[src/rtl/stopwatch_ctrl.sv]
// Stopwatch sequencer: prescaled count tick, start/stop/lap/clear FSM and lap-freezable display copy.
// Optional feature: define STOPWATCH_OVF_STOP_EN to pause and latch a sticky flag on 9999->0000 rollover.
module stopwatch_ctrl #(
    parameter int PRESCALE = 50_000_000
) (
    input  logic        clk,
    input  logic        rst,
    input  logic        start_stop,
    input  logic        lap_reset,
    input  logic [15:0] digits_in,
    input  logic        top_carry,
    output logic        cnt_en,
    output logic        cnt_clr,
    output logic [15:0] disp,
    output logic [1:0]  state,
    output logic        overflow
);

    localparam int PW = $clog2(PRESCALE);
    localparam logic [PW-1:0] PMAX = PW'(PRESCALE - 1);

    typedef enum logic [1:0] {
        IDLE  = 2'b00,
        RUN   = 2'b01,
        PAUSE = 2'b10,
        LAP   = 2'b11
    } state_t;

    state_t        cur;
    state_t        nxt;
    logic [PW-1:0] presc;
    logic [15:0]   lap_q;
    logic          ovf_q;
    logic          ovf_hit;
    logic          advance;

`ifdef STOPWATCH_OVF_STOP_EN
    assign ovf_hit = cnt_en & top_carry;
`else
    logic unused_top_carry;
    assign unused_top_carry = top_carry;
    assign ovf_hit = 1'b0;
    assign ovf_q   = 1'b0;
`endif

    assign state    = cur;
    assign overflow = ovf_q;

    // start_stop outranks lap_reset; a rollover forces PAUSE over both.
    always_comb begin
        nxt = cur;
        if (ovf_hit) begin
            nxt = PAUSE;
        end else begin
            case (cur)
                IDLE: begin
                    if (start_stop) nxt = RUN;
                end
                RUN: begin
                    if (start_stop)     nxt = PAUSE;
                    else if (lap_reset) nxt = LAP;
                end
                LAP: begin
                    if (start_stop)     nxt = PAUSE;
                    else if (lap_reset) nxt = RUN;
                end
                PAUSE: begin
                    if (start_stop && !ovf_q) nxt = RUN;
                    else if (lap_reset)       nxt = IDLE;
                end
            endcase
        end
    end

    // The prescaler only advances when counting both now and next cycle, so a
    // pause freezes the phase at the value seen when start_stop was sampled.
    assign advance = ((cur == RUN) || (cur == LAP)) && ((nxt == RUN) || (nxt == LAP));

    always_ff @(posedge clk or negedge rst) begin
        if (!rst) begin
            cur     <= IDLE;
            presc   <= '0;
            cnt_en  <= 1'b0;
            cnt_clr <= 1'b1;
            disp    <= '0;
            lap_q   <= '0;
`ifdef STOPWATCH_OVF_STOP_EN
            ovf_q   <= 1'b0;
`endif
        end else begin
            cur     <= nxt;
            cnt_en  <= advance && (presc == PMAX);
            cnt_clr <= (cur == PAUSE) && (nxt == IDLE);

            if (cur == IDLE) begin
                presc <= '0;
            end else if (advance) begin
                presc <= (presc == PMAX) ? '0 : presc + 1'b1;
            end

            if ((nxt == LAP) && (cur != LAP)) begin
                lap_q <= digits_in;
                disp  <= digits_in;
            end else if (nxt == LAP) begin
                disp  <= lap_q;
            end else begin
                disp  <= digits_in;
            end

`ifdef STOPWATCH_OVF_STOP_EN
            if (ovf_hit) begin
                ovf_q <= 1'b1;
            end else if ((cur == PAUSE) && (nxt == IDLE)) begin
                ovf_q <= 1'b0;
            end
`endif
        end
    end

endmodule

[config.mk]
export PLATFORM = sky130hd
export DESIGN_NAME = stopwatch_ctrl
export DESIGN_NICKNAME = d
export VERILOG_FILES = /design/src/rtl/stopwatch_ctrl.sv
export SDC_FILE = /design/constraint.sdc
export NUM_CORES = 1
export LEC_CHECK = 0
export CORE_MARGIN = 2
export CORE_UTILIZATION = 57
export CTS_BUF_LIST = sky130_fd_sc_hd__clkbuf_4 sky130_fd_sc_hd__clkbuf_8
export DETAILED_ROUTE_END_ITERATION = 7
export GPL_TIMING_DRIVEN = 0
export HOLD_SLACK_MARGIN = 0.15
export PLACE_DENSITY = 0.83
export SLEW_MARGIN = 20
export SYNTH_ARGS = -nofsm -noshare
export SYNTH_HDL_FRONTEND = slang
export SYNTH_SLANG_ARGS = --single-unit
[constraint.sdc]
create_clock -name clk -period 3.45 [get_ports clk]
set_input_delay 0.69 -clock clk [delete_from_list [all_inputs] [get_ports clk]]
set_output_delay 0.69 -clock clk [all_outputs]
set_load 0.02 [all_outputs]
==> results.py, run 1 <==
metrics = {
    "synthesis": {
        "syn_area_um2": 2858,
        "ys.warnings.count": 0,
        "synth_compound_gate_area_share_pct": 13.09,
        "synth.top_cells.by_area": "dfrtp_1, mux2_2, a31oi_1, a21oi_1, nand2_1",
        "synth-edff-count": 0,
        "synth_top_family_by_area": "simple AND/OR/NAND/NOR gates",
        "synth_xor_area_share_pct": 0.3065,
        "mux_contribution_to_synthesized_area_pct": 14.10,
        "yosysTopAreaCellShare_pct": 53.42,
        "leading_register_cell_type_out_of_synthesis": "dfrtp_1",
        "ys_seq_area_share_pct": 54.33,
        "leading_area_contributor_after_synthesis": "dfrtp_1",
        "yosys.area_share.simple_pct": 14.62,
        "syn_avg_cell_area_um2": 11.57,
        "count_of_mapped_cells_out_of_synthesis": 247,
        "synth_async_sr_flop_share_pct": 100.0,
        "synth_fa_ha_area_share_pct": 0.4378,
        "yosys_register_bits": 62,
        "postSynthNetCount": 269,
        "synth_cell_types": 40,
    },
    "die": {
        "fp.dieW_um": 74.81,
        "starting_density_of_the_core_pct": 59.71,
        "num_rows": 25,
        "fp.dieArea_um2": 5596,
        "core_area_um2": 4786,
        "io_pins": 42,
        "dieHeight_um": 74.81,
    },
    "finish": {
        "most-common-layout-cells": "dfrtp_1, clkdlybuf4s50_1, mux2_2",
        "layout-drive-gt1-share_pct": 22.52,
        "layout_commonest_cell": "dfrtp_1",
        "finalNonFillerCells": 369,
        "antenna_cells_inserted": 0,
        "final_net_count": 320,
        "layout-area-overhead-vs-synth_pct": 25.13,
    },
    "cts": {
        "worst_skew_pair.late_latency_ps": 340,
        "clock_root_buffer": "clkbuf_8",
        "numClockSinks": 62,
        "cts_max_path_buffers": 2,
        "clk_transition_reported_paths_ps": 70,
        "cts_tree": "yes",
        "ctsHtreeMaxLevel": 3,
        "hold_buffers": 0,
        "post_cts_setup_buffers": 0,
        "cts_resized": 0,
        "inserted_clock_buffers": 9,
    },
    "timing": {
        "finalHoldViolations": 0,
        "final_critical_path_setup_slack_ps": 868.2,
        "rsz_0062_raised_after_global_routing": "no",
        "timing.hold.ws_ps": 219.4,
        "layout_worst_path_cycle_share_pct": 74.84,
        "slew-limit-headroom_pct": 34.37,
        "report.final.slew_viol_count": 0,
        "tns_ps": 0,
        "setup_viol": 0,
        "clock_skew_ps": 4.929,
        "timing_worst_slew_pin_value_ps": 976.9,
        "fmaxAchievable_ghz": 0.3873,
        "period_minus_slack_ps": 2582,
    },
    "grt": {
        "grt_pass1_vias": 2058,
        "antenna_found_initial": 0,
        "grt_max_degree": 44,
        "track_usage_pct": 24.32,
        "global_route_wire_length_before_repair_um": 9942,
        "grt.overflow.total": 0,
    },
    "pwr": {
        "leakagePower_nw": 1.467,
        "max-vdd-ir-drop_uv": 655.1,
        "pwr_density_cell_nw_per_um2": 645.6,
        "design_power_total_mw": 2.309,
    },
    "outcome": {
        "outcome": "completed",
    },
    "routing": {
        "dr_total_vias": 2207,
        "drt-wirelength-per-cell_um": 17.21,
        "viasPerCell": 5.981,
        "drt_pre_antenna_iters": 4,
        "detail_route.wirelength_um": 6349,
        "drt.antenna.violating_nets": 0,
        "route.detailed.drc": 0,
        "drt_first_iter_violations": 233,
    },
    "placed_design": {
        "gpl.final_weighted_congestion": 0.8910,
        "buffer_ports.inserted": 39,
        "setup_ws_pre_cts_ps": 518.2,
        "dp_hpwl_um": 4160,
        "dp.cells": 354,
    },
    "worst_setup_path": {
        "arrival_ps": 2800,
        "first_element_of_the_critical_path": "start_stop",
        "startpoint_type": "input port",
        "critical_path.reg2reg.startpoint": "presc[13]",
        "worst-path-max-fanout": 10,
        "path_class": "input port to flop",
        "worst_ep_required_time_ps": 3670,
        "worstSetupEndpointType": "flop",
    },
    "run": {
        "max_cap_violations": 0,
    },
    "min_path": {
        "hp-class": "input port to async pin",
    },
}
==> cells by family after synthesis <==
kind of cell	after synthesis
muxes	36
and+or+nand+nor	72
buffers and inverters	14
DFF	62
xor gates and xnor gates	1
AOI/OAI and AO/OA	60
adders and majority gates	1
other	1
==> final timing paths <==
path                            slack (ps)  depth (start not counted)        end
worst min-delay path                   220                          1  presc[21]
worst max register to register        1230                          5  presc[24]
worst min register to register         500                          1  presc[15]
max in group asynchronous             2720                          2   presc[1]
worst max-delay path                   870                          5  lap_q[13]
min in group clk                       500                          1  presc[15]
==> synthesized netlist by cell type (2+ instances only) <==
master	count
a41oi_1	6
mux2i_1	2
a31oi_1	20
nand3b_1	2
mux2_2	34
nand2b_1	5
nor4_4	2
a21oi_1	14
o31ai_1	2
nor3_1	4
nand3_1	13
buf_2	5
buf_6	3
o21ai_0	12
nand2_1	18
inv_1	4
dfrtp_1	61
and2_1	3
nor3b_2	2
nor4_1	2
a22o_1	2
nor2_1	10
nand4_1	4
==> where the power goes <==
group          leakage [nW]  internal [mW]  switching [mW]
sequential            0.787          0.875          0.0857
combinational         0.567          0.287           0.332
clock                 0.112          0.450           0.279
==> sequential cells by signal (all words and copies together) (netlist names) <==
register,flops
presc,26
disp,16
lap_q,16
state,2
cnt_clr,1
cnt_en,1
==> area by class of cell <==
type	count	area, um^2
timing repair buffer	40	407.9
clock inverter	3	67.56
tap	67	83.83
multi-input combinational	171	1220
fill	314	1210
buffer	10	70.07
clock buffer	12	158.9
inverter	4	15.01
sequential	62	1553
==> per-layer routing <==
layer  track usage (%)  wire, um
met5                 0         0
met4             11.31        64
met3             6.158       453
met2             38.35      3183
met1             31.85      2647
==> metrics by stage <==
stage	cell area [um^2]	utilization, %
detailed placement	3349	69.99
CTS	3576	74.72
global placement	3332	69.62
finish	3576	74.72
global route	3576	74.72
floorplan	2858	-
==> critical path, cell delays in order <==
cell	delay [ps]
clkdlybuf4s50_1	490
nand2b_1	300
nor3b_2	570
buf_2	370
mux2_2	370
Power figures use the tool's default switching activity.
==> inputs of run 2 (changes only) <==
--- a/config.mk
+++ b/config.mk
@@ -6,12 +6,12 @@
 export NUM_CORES = 1
 export LEC_CHECK = 0
 export CORE_MARGIN = 2
-export CORE_UTILIZATION = 57
+export CORE_UTILIZATION = 56
 export CTS_BUF_LIST = sky130_fd_sc_hd__clkbuf_4 sky130_fd_sc_hd__clkbuf_8
 export DETAILED_ROUTE_END_ITERATION = 7
 export GPL_TIMING_DRIVEN = 0
 export HOLD_SLACK_MARGIN = 0.15
-export PLACE_DENSITY = 0.83
+export PLACE_DENSITY = 0.82
 export SLEW_MARGIN = 20
 export SYNTH_ARGS = -nofsm -noshare
 export SYNTH_HDL_FRONTEND = slang
==> constraint.sdc (replaced) <==
create_clock -name clk -period 2.6 [get_ports clk]
set_input_delay 0.52 -clock clk [delete_from_list [all_inputs] [get_ports clk]]
set_output_delay 0.52 -clock clk [all_outputs]
set_load 0.02 [all_outputs]
==> results.py, run 2 (synthesis gave the netlist of run 1 again) <==
metrics = {
    "worst_setup_path": {
        "worst-path-max-fanout": 10,
        "rr_endpoint": "presc[24]",
        "worst_ep_required_time_ps": 2820,
        "worstSetupEndpointType": "flop",
        "startpoint_type": "input port",
        "arrival_ps": 2550,
        "worst-r2r-cell-count": 5,
        "first_element_of_the_critical_path": "start_stop",
        "r2r_slack_ps": 400,
        "cp-endpoint": "lap_q[6]",
        "critical_path.reg2reg.startpoint": "presc[13]",
        "path_class": "input port to flop",
    },
    "finish": {
        "reg.largest.list": "presc (26), disp (16), lap_q (16)",
        "max_flop_register": "presc",
        "antenna_cells_inserted": 0,
        "finalNonFillerCells": 371,
        "layout-area-overhead-vs-synth_pct": 24.87,
        "layout-drive-gt1-share_pct": 22.70,
        "finish.instance_area_um2": 3568,
        "layout_commonest_cell": "dfrtp_1",
        "final_net_count": 321,
        "largest_reg_flops": 26,
        "most-common-layout-cells": "dfrtp_1, clkdlybuf4s50_1, mux2_2",
        "nFillCells": 347,
    },
    "pwr": {
        "pwr_density_cell_nw_per_um2": 821.3,
        "power.share.sequential_pct": 43.3,
        "cell_internal_power_dissipation_mw": 2.014,
        "netSwitchingPower_uw": 917.2,
        "leakagePower_nw": 1.457,
        "p_comb_share_pct": 27.5,
        "p_sw_share_pct": 31.29,
        "design_power_total_mw": 2.931,
        "max-vdd-ir-drop_uv": 617.3,
        "power.clock.fraction_pct": 29.2,
    },
    "timing": {
        "fmaxAchievable_ghz": 0.4285,
        "setup_viol": 0,
        "report.final.slew_viol_count": 0,
        "clock_skew_ps": 9.853,
        "period_minus_slack_ps": 2334,
        "layout_worst_path_cycle_share_pct": 89.76,
        "finalHoldViolations": 0,
        "slew-limit-headroom_pct": 40.19,
        "timing_worst_slew_pin_value_ps": 890.3,
        "rsz_0062_raised_after_global_routing": "no",
    },
    "routing": {
        "route.detailed.drc": 0,
        "topRoutingLayerUsed": "met4",
        "detail_route.wirelength_um": 5868,
        "drt.antenna.violating_nets": 0,
        "viasPerCell": 6.032,
        "drt_pre_antenna_iters": 6,
        "route.layer.met1.wl_um": 2503,
        "dr_total_vias": 2238,
        "met3WireLength_um": 403,
        "route.met2.wl_um": 2873,
        "drt_first_iter_violations": 181,
        "drt-wirelength-per-cell_um": 15.82,
    },
    "cts": {
        "worst_skew_pair.late_latency_ps": 330,
        "inserted_clock_buffers": 9,
        "clock_root_buffer": "clkbuf_8",
        "numClockSinks": 62,
        "ctsHtreeMaxLevel": 3,
        "cts_max_path_buffers": 2,
        "post_cts_setup_buffers": 0,
        "cts_tree": "yes",
        "clk_transition_reported_paths_ps": 70,
    },
    "grt": {
        "track_usage_pct": 22.59,
        "antenna_found_initial": 0,
        "grt_pass1_vias": 2030,
        "grt_max_degree": 41,
        "global_route_wire_length_before_repair_um": 9577,
        "grt.overflow.total": 0,
    },
    "die": {
        "starting_density_of_the_core_pct": 59.32,
        "io_pins": 42,
        "fp.dieArea_um2": 5690,
        "num_rows": 25,
        "core_area_um2": 4817,
        "dieHeight_um": 75.44,
        "fp.dieW_um": 75.44,
    },
    "outcome": {
        "outcome": "completed",
    },
    "run": {
        "max_cap_violations": 0,
    },
    "placed_design": {
        "dp_hpwl_um": 3921,
        "buffer_ports.inserted": 39,
        "dp.cells": 354,
        "gpl.final_weighted_congestion": 0.8736,
        "postPlaceCellArea_um2": 3349,
    },
    "min_path": {
        "hp-class": "flop to flop",
    },
}
run 2: area by class of cell:
cell class | count | area (um^2) | share of cell area (%)
tap | 67 | 83.83 | 2.349
inverter | 4 | 15.01 | 0.4208
buffer | 10 | 70.07 | 1.964
clock buffer | 10 | 137.6 | 3.857
sequential | 62 | 1553 | 43.51
clock inverter | 6 | 71.32 | 1.999
timing repair buffer | 41 | 417.9 | 11.71
multi-input combinational | 171 | 1220 | 34.19
run 2: timing repair:
item / 4_1_cts / 5_1_grt
endpoints found under the hold margin: 21 / 0
setup endpoints to repair: 0 / 0
hold buffers: 1 / 0
gates resized for setup: 0 / 0
run 2: layer usage:
layer / vias up / GRT usage [%]
met4: 0 / 9.357
met3: 17 / 4.497
met1: 1093 / 31.72
met5: - / 0
met2: 92 / 34.69
li1: 1036 / -
run 2: power groups by stage:
stage | sequential, mW | combinational, mW | clock (mW)
2_1_floorplan | 1.32 | 0.467 | 0
3_3_place_gp | 1.27 | 0.787 | 0
3_5_place_dp | 1.29 | 0.798 | 0
4_1_cts | 1.27 | 0.805 | 0.871
5_1_grt | 1.30 | 0.871 | 0.914
6_report | 1.27 | 0.806 | 0.855
run 2: through the flow:
stage	setup WS, ps	setup TNS, ps	utilization (%)	hold WS [ps]
after floorplan	670.4	0	-	224.4
after global placement	-947.7	-58650	69.17	478.2
after detailed placement	-101.9	-985.4	69.53	436.2
after CTS	246.5	0	74.08	500.2
after global routing	128.9	0	74.08	513.3
final	266.3	0	74.08	497.7
run 2: how the worst min path moves through the flow:
stage | endpoint | from | cells after the start
global placement | presc[15] | presc[15] | 1
global route | presc[15] | presc[15] | 1
CTS | presc[15] | presc[15] | 1
floorplan | cnt_en | rst | 0
detailed placement | presc[6] | rst | 1
finish | presc[15] | presc[15] | 1
run 2: worst max-delay path, stage by stage:
cell	delay, ps
clkdlybuf4s50_1	490
nand2b_1	300
nor3b_2	530
buf_2	350
mux2_2	360
==> inputs of run 3 (changes only) <==
--- a/config.mk
+++ b/config.mk
@@ -5,13 +5,14 @@
 export SDC_FILE = /design/constraint.sdc
 export NUM_CORES = 1
 export LEC_CHECK = 0
-export CORE_MARGIN = 2
+export CORE_MARGIN = 10
 export CORE_UTILIZATION = 56
 export CTS_BUF_LIST = sky130_fd_sc_hd__clkbuf_4 sky130_fd_sc_hd__clkbuf_8
 export DETAILED_ROUTE_END_ITERATION = 7
 export GPL_TIMING_DRIVEN = 0
 export HOLD_SLACK_MARGIN = 0.15
 export PLACE_DENSITY = 0.82
+export REMOVE_ABC_BUFFERS = 1
 export SLEW_MARGIN = 20
 export SYNTH_ARGS = -nofsm -noshare
 export SYNTH_HDL_FRONTEND = slang
==> constraint.sdc (replaced) <==
create_clock -name clk -period 2.6 [get_ports clk]
set_input_delay 0.65 -clock clk [delete_from_list [all_inputs] [get_ports clk]]
set_output_delay 0.65 -clock clk [all_outputs]
set_load 0.02 [all_outputs]
==> results.py, run 3 (synthesis gave the netlist of run 1 again) <==
metrics = {
    "worst_setup_path": {
        "crit_chain": "clkdlybuf4s50_1, nand2b_1, nor3b_4, mux2_2",
        "critical-path-top-delay-family": "simple AND/OR/NAND/NOR gates",
        "worst_ep_required_time_ps": 2820,
        "startpoint_type": "input port",
        "arrival_ps": 2660,
        "critical_path.reg2reg.startpoint": "presc[0]",
        "worstSetupEndpointType": "flop",
        "worst-path-max-fanout": 16,
        "path_class": "input port to flop",
        "crit_path_max_incr_delay_ps": 750,
        "first_element_of_the_critical_path": "start_stop",
        "crit_buf_inv": 1,
        "r2r_slack_ps": 380,
        "worst_path_max_delay_cell": "nor3b_4",
    },
    "timing": {
        "report.final.slew_viol_count": 0,
        "timing_worst_slew_pin_value_ps": 982.1,
        "slew-limit-headroom_pct": 33.23,
        "fmaxAchievable_ghz": 0.4101,
        "setup_viol": 0,
        "clock_skew_ps": 9.721,
        "layout_worst_path_cycle_share_pct": 93.78,
        "timing.hold.ws_ps": 227.7,
        "finalHoldViolations": 0,
        "rsz_0062_raised_after_global_routing": "no",
        "period_minus_slack_ps": 2438,
    },
    "die": {
        "core_area_um2": 4848,
        "io_pins": 42,
        "starting_density_of_the_core_pct": 58.94,
        "num_rows": 25,
        "fp.dieW_um": 91.44,
        "dieHeight_um": 91.44,
        "fp.dieArea_um2": 8360,
    },
    "routing": {
        "dr_total_vias": 2148,
        "drt_first_iter_violations": 183,
        "drt.antenna.violating_nets": 0,
        "detail_route.wirelength_um": 6232,
        "viasPerCell": 5.950,
        "route.detailed.drc": 0,
        "drt_pre_antenna_iters": 5,
        "drt-wirelength-per-cell_um": 17.26,
    },
    "finish": {
        "layout_commonest_cell": "dfrtp_1",
        "layout.core_utilization_pct": 72.52,
        "reg.largest.list": "presc (26), disp (16), lap_q (16)",
        "antenna_cells_inserted": 0,
        "layout-drive-gt1-share_pct": 21.09,
        "nFillCells": 332,
        "max_flop_register": "presc",
        "final-seq-area_um2": 1553,
        "most-common-layout-cells": "dfrtp_1, clkdlybuf4s50_1, mux2_2",
        "largest_reg_flops": 26,
        "multi_input_area_um2": 1244,
        "final_net_count": 311,
        "layout-area-overhead-vs-synth_pct": 23.03,
    },
    "grt": {
        "grt.overflow.total": 0,
        "antenna_found_initial": 0,
        "track_usage_pct": 15.08,
        "grt_pass1_vias": 2115,
        "grt_max_degree": 35,
        "global_route_wire_length_before_repair_um": 10250,
    },
    "cts": {
        "worst_skew_pair.late_latency_ps": 340,
        "cts_resized": 0,
        "post_cts_setup_buffers": 0,
        "numClockSinks": 62,
        "cts_tree": "yes",
        "cts_max_path_buffers": 2,
        "hold_buffers": 0,
        "clock_root_buffer": "clkbuf_8",
        "clk_transition_reported_paths_ps": 70,
        "ctsHtreeMaxLevel": 3,
        "inserted_clock_buffers": 9,
    },
    "placed_design": {
        "buffer_ports.inserted": 39,
        "dp_hpwl_um": 4228,
        "gpl.final_weighted_congestion": 0.7900,
    },
    "outcome": {
        "outcome": "completed",
    },
    "pwr": {
        "max-vdd-ir-drop_uv": 565.4,
        "leakagePower_nw": 1.416,
        "pwr_density_cell_nw_per_um2": 813.0,
    },
    "run": {
        "max_cap_violations": 0,
    },
    "min_path": {
        "hp-class": "input port to async pin",
    },
}
[run 3: changes by cell type in the layout (fill, tap and decap cells not counted), moves of 2 or more]
| cell | change |
|---|---|
| clkinv_4 | -2 |
| buf_6 | -3 |
| nor3b_4 | +2 |
| buf_2 | -5 |
| nor3b_2 | -2 |
| clkinv_2 | +2 |
[run 3: per-stage QoR]
step                      total power, mW  setup slack [ps]  area, um^2  std cells  setup TNS (ps)
after floorplan                     1.749             333.4        2788        237               0
after global placement              1.996             -1076        3262        343          -88610
after detailed placement            2.094            -218.7        3331        345           -5067
after CTS                           2.875             150.9        3516        361               0
after global routing                3.010             83.00        3516        361               0
final                               2.858             161.8        3516        361               0
[run 3: cell type report]
type,count,share of cell area (%)
Clock buffer,11,4.306
Clock inverter,5,0.9609
Inverter,4,0.4270
Multi-Input combinational cell,171,35.37
Sequential cell,62,44.16
Tap cell,67,2.384
Timing Repair Buffer,41,12.38
[run 3: path summary, 6_finish.rpt]
| kind | depth (start not counted) | to |
|---|---|---|
| setup / recovery | 4 | lap_q[6] |
| hold / removal | 1 | presc[19] |
| setup reg to reg | 7 | presc[22] |
| hold reg to reg | 1 | disp[12] |
| max in group asynchronous | 2 | cnt_clr |
| min in group clk | 1 | disp[12] |
[run 3: where the power goes]
part	leakage, nW	internal (mW)	total [mW]	switching [mW]
Combinational	0.538	0.382	0.788	0.406
Clock	0.0913	0.396	0.772	0.376
Sequential	0.787	1.16	1.30	0.139
Total	1.42	1.94	2.86	0.921
[run 3: routing by layer]
metal | routed length [um] | GRT usage, % | share of wire (%) | vias up
met2 | 3195 | 25.12 | 51 | 90
met3 | 349 | 3.704 | 5.6 | 13
met1 | 2563 | 17.85 | 41 | 1036
met4 | 124 | 7.050 | 2.0 | 0
met5 | 0 | 0 | 0 | -
li1 | - | - | - | 1009
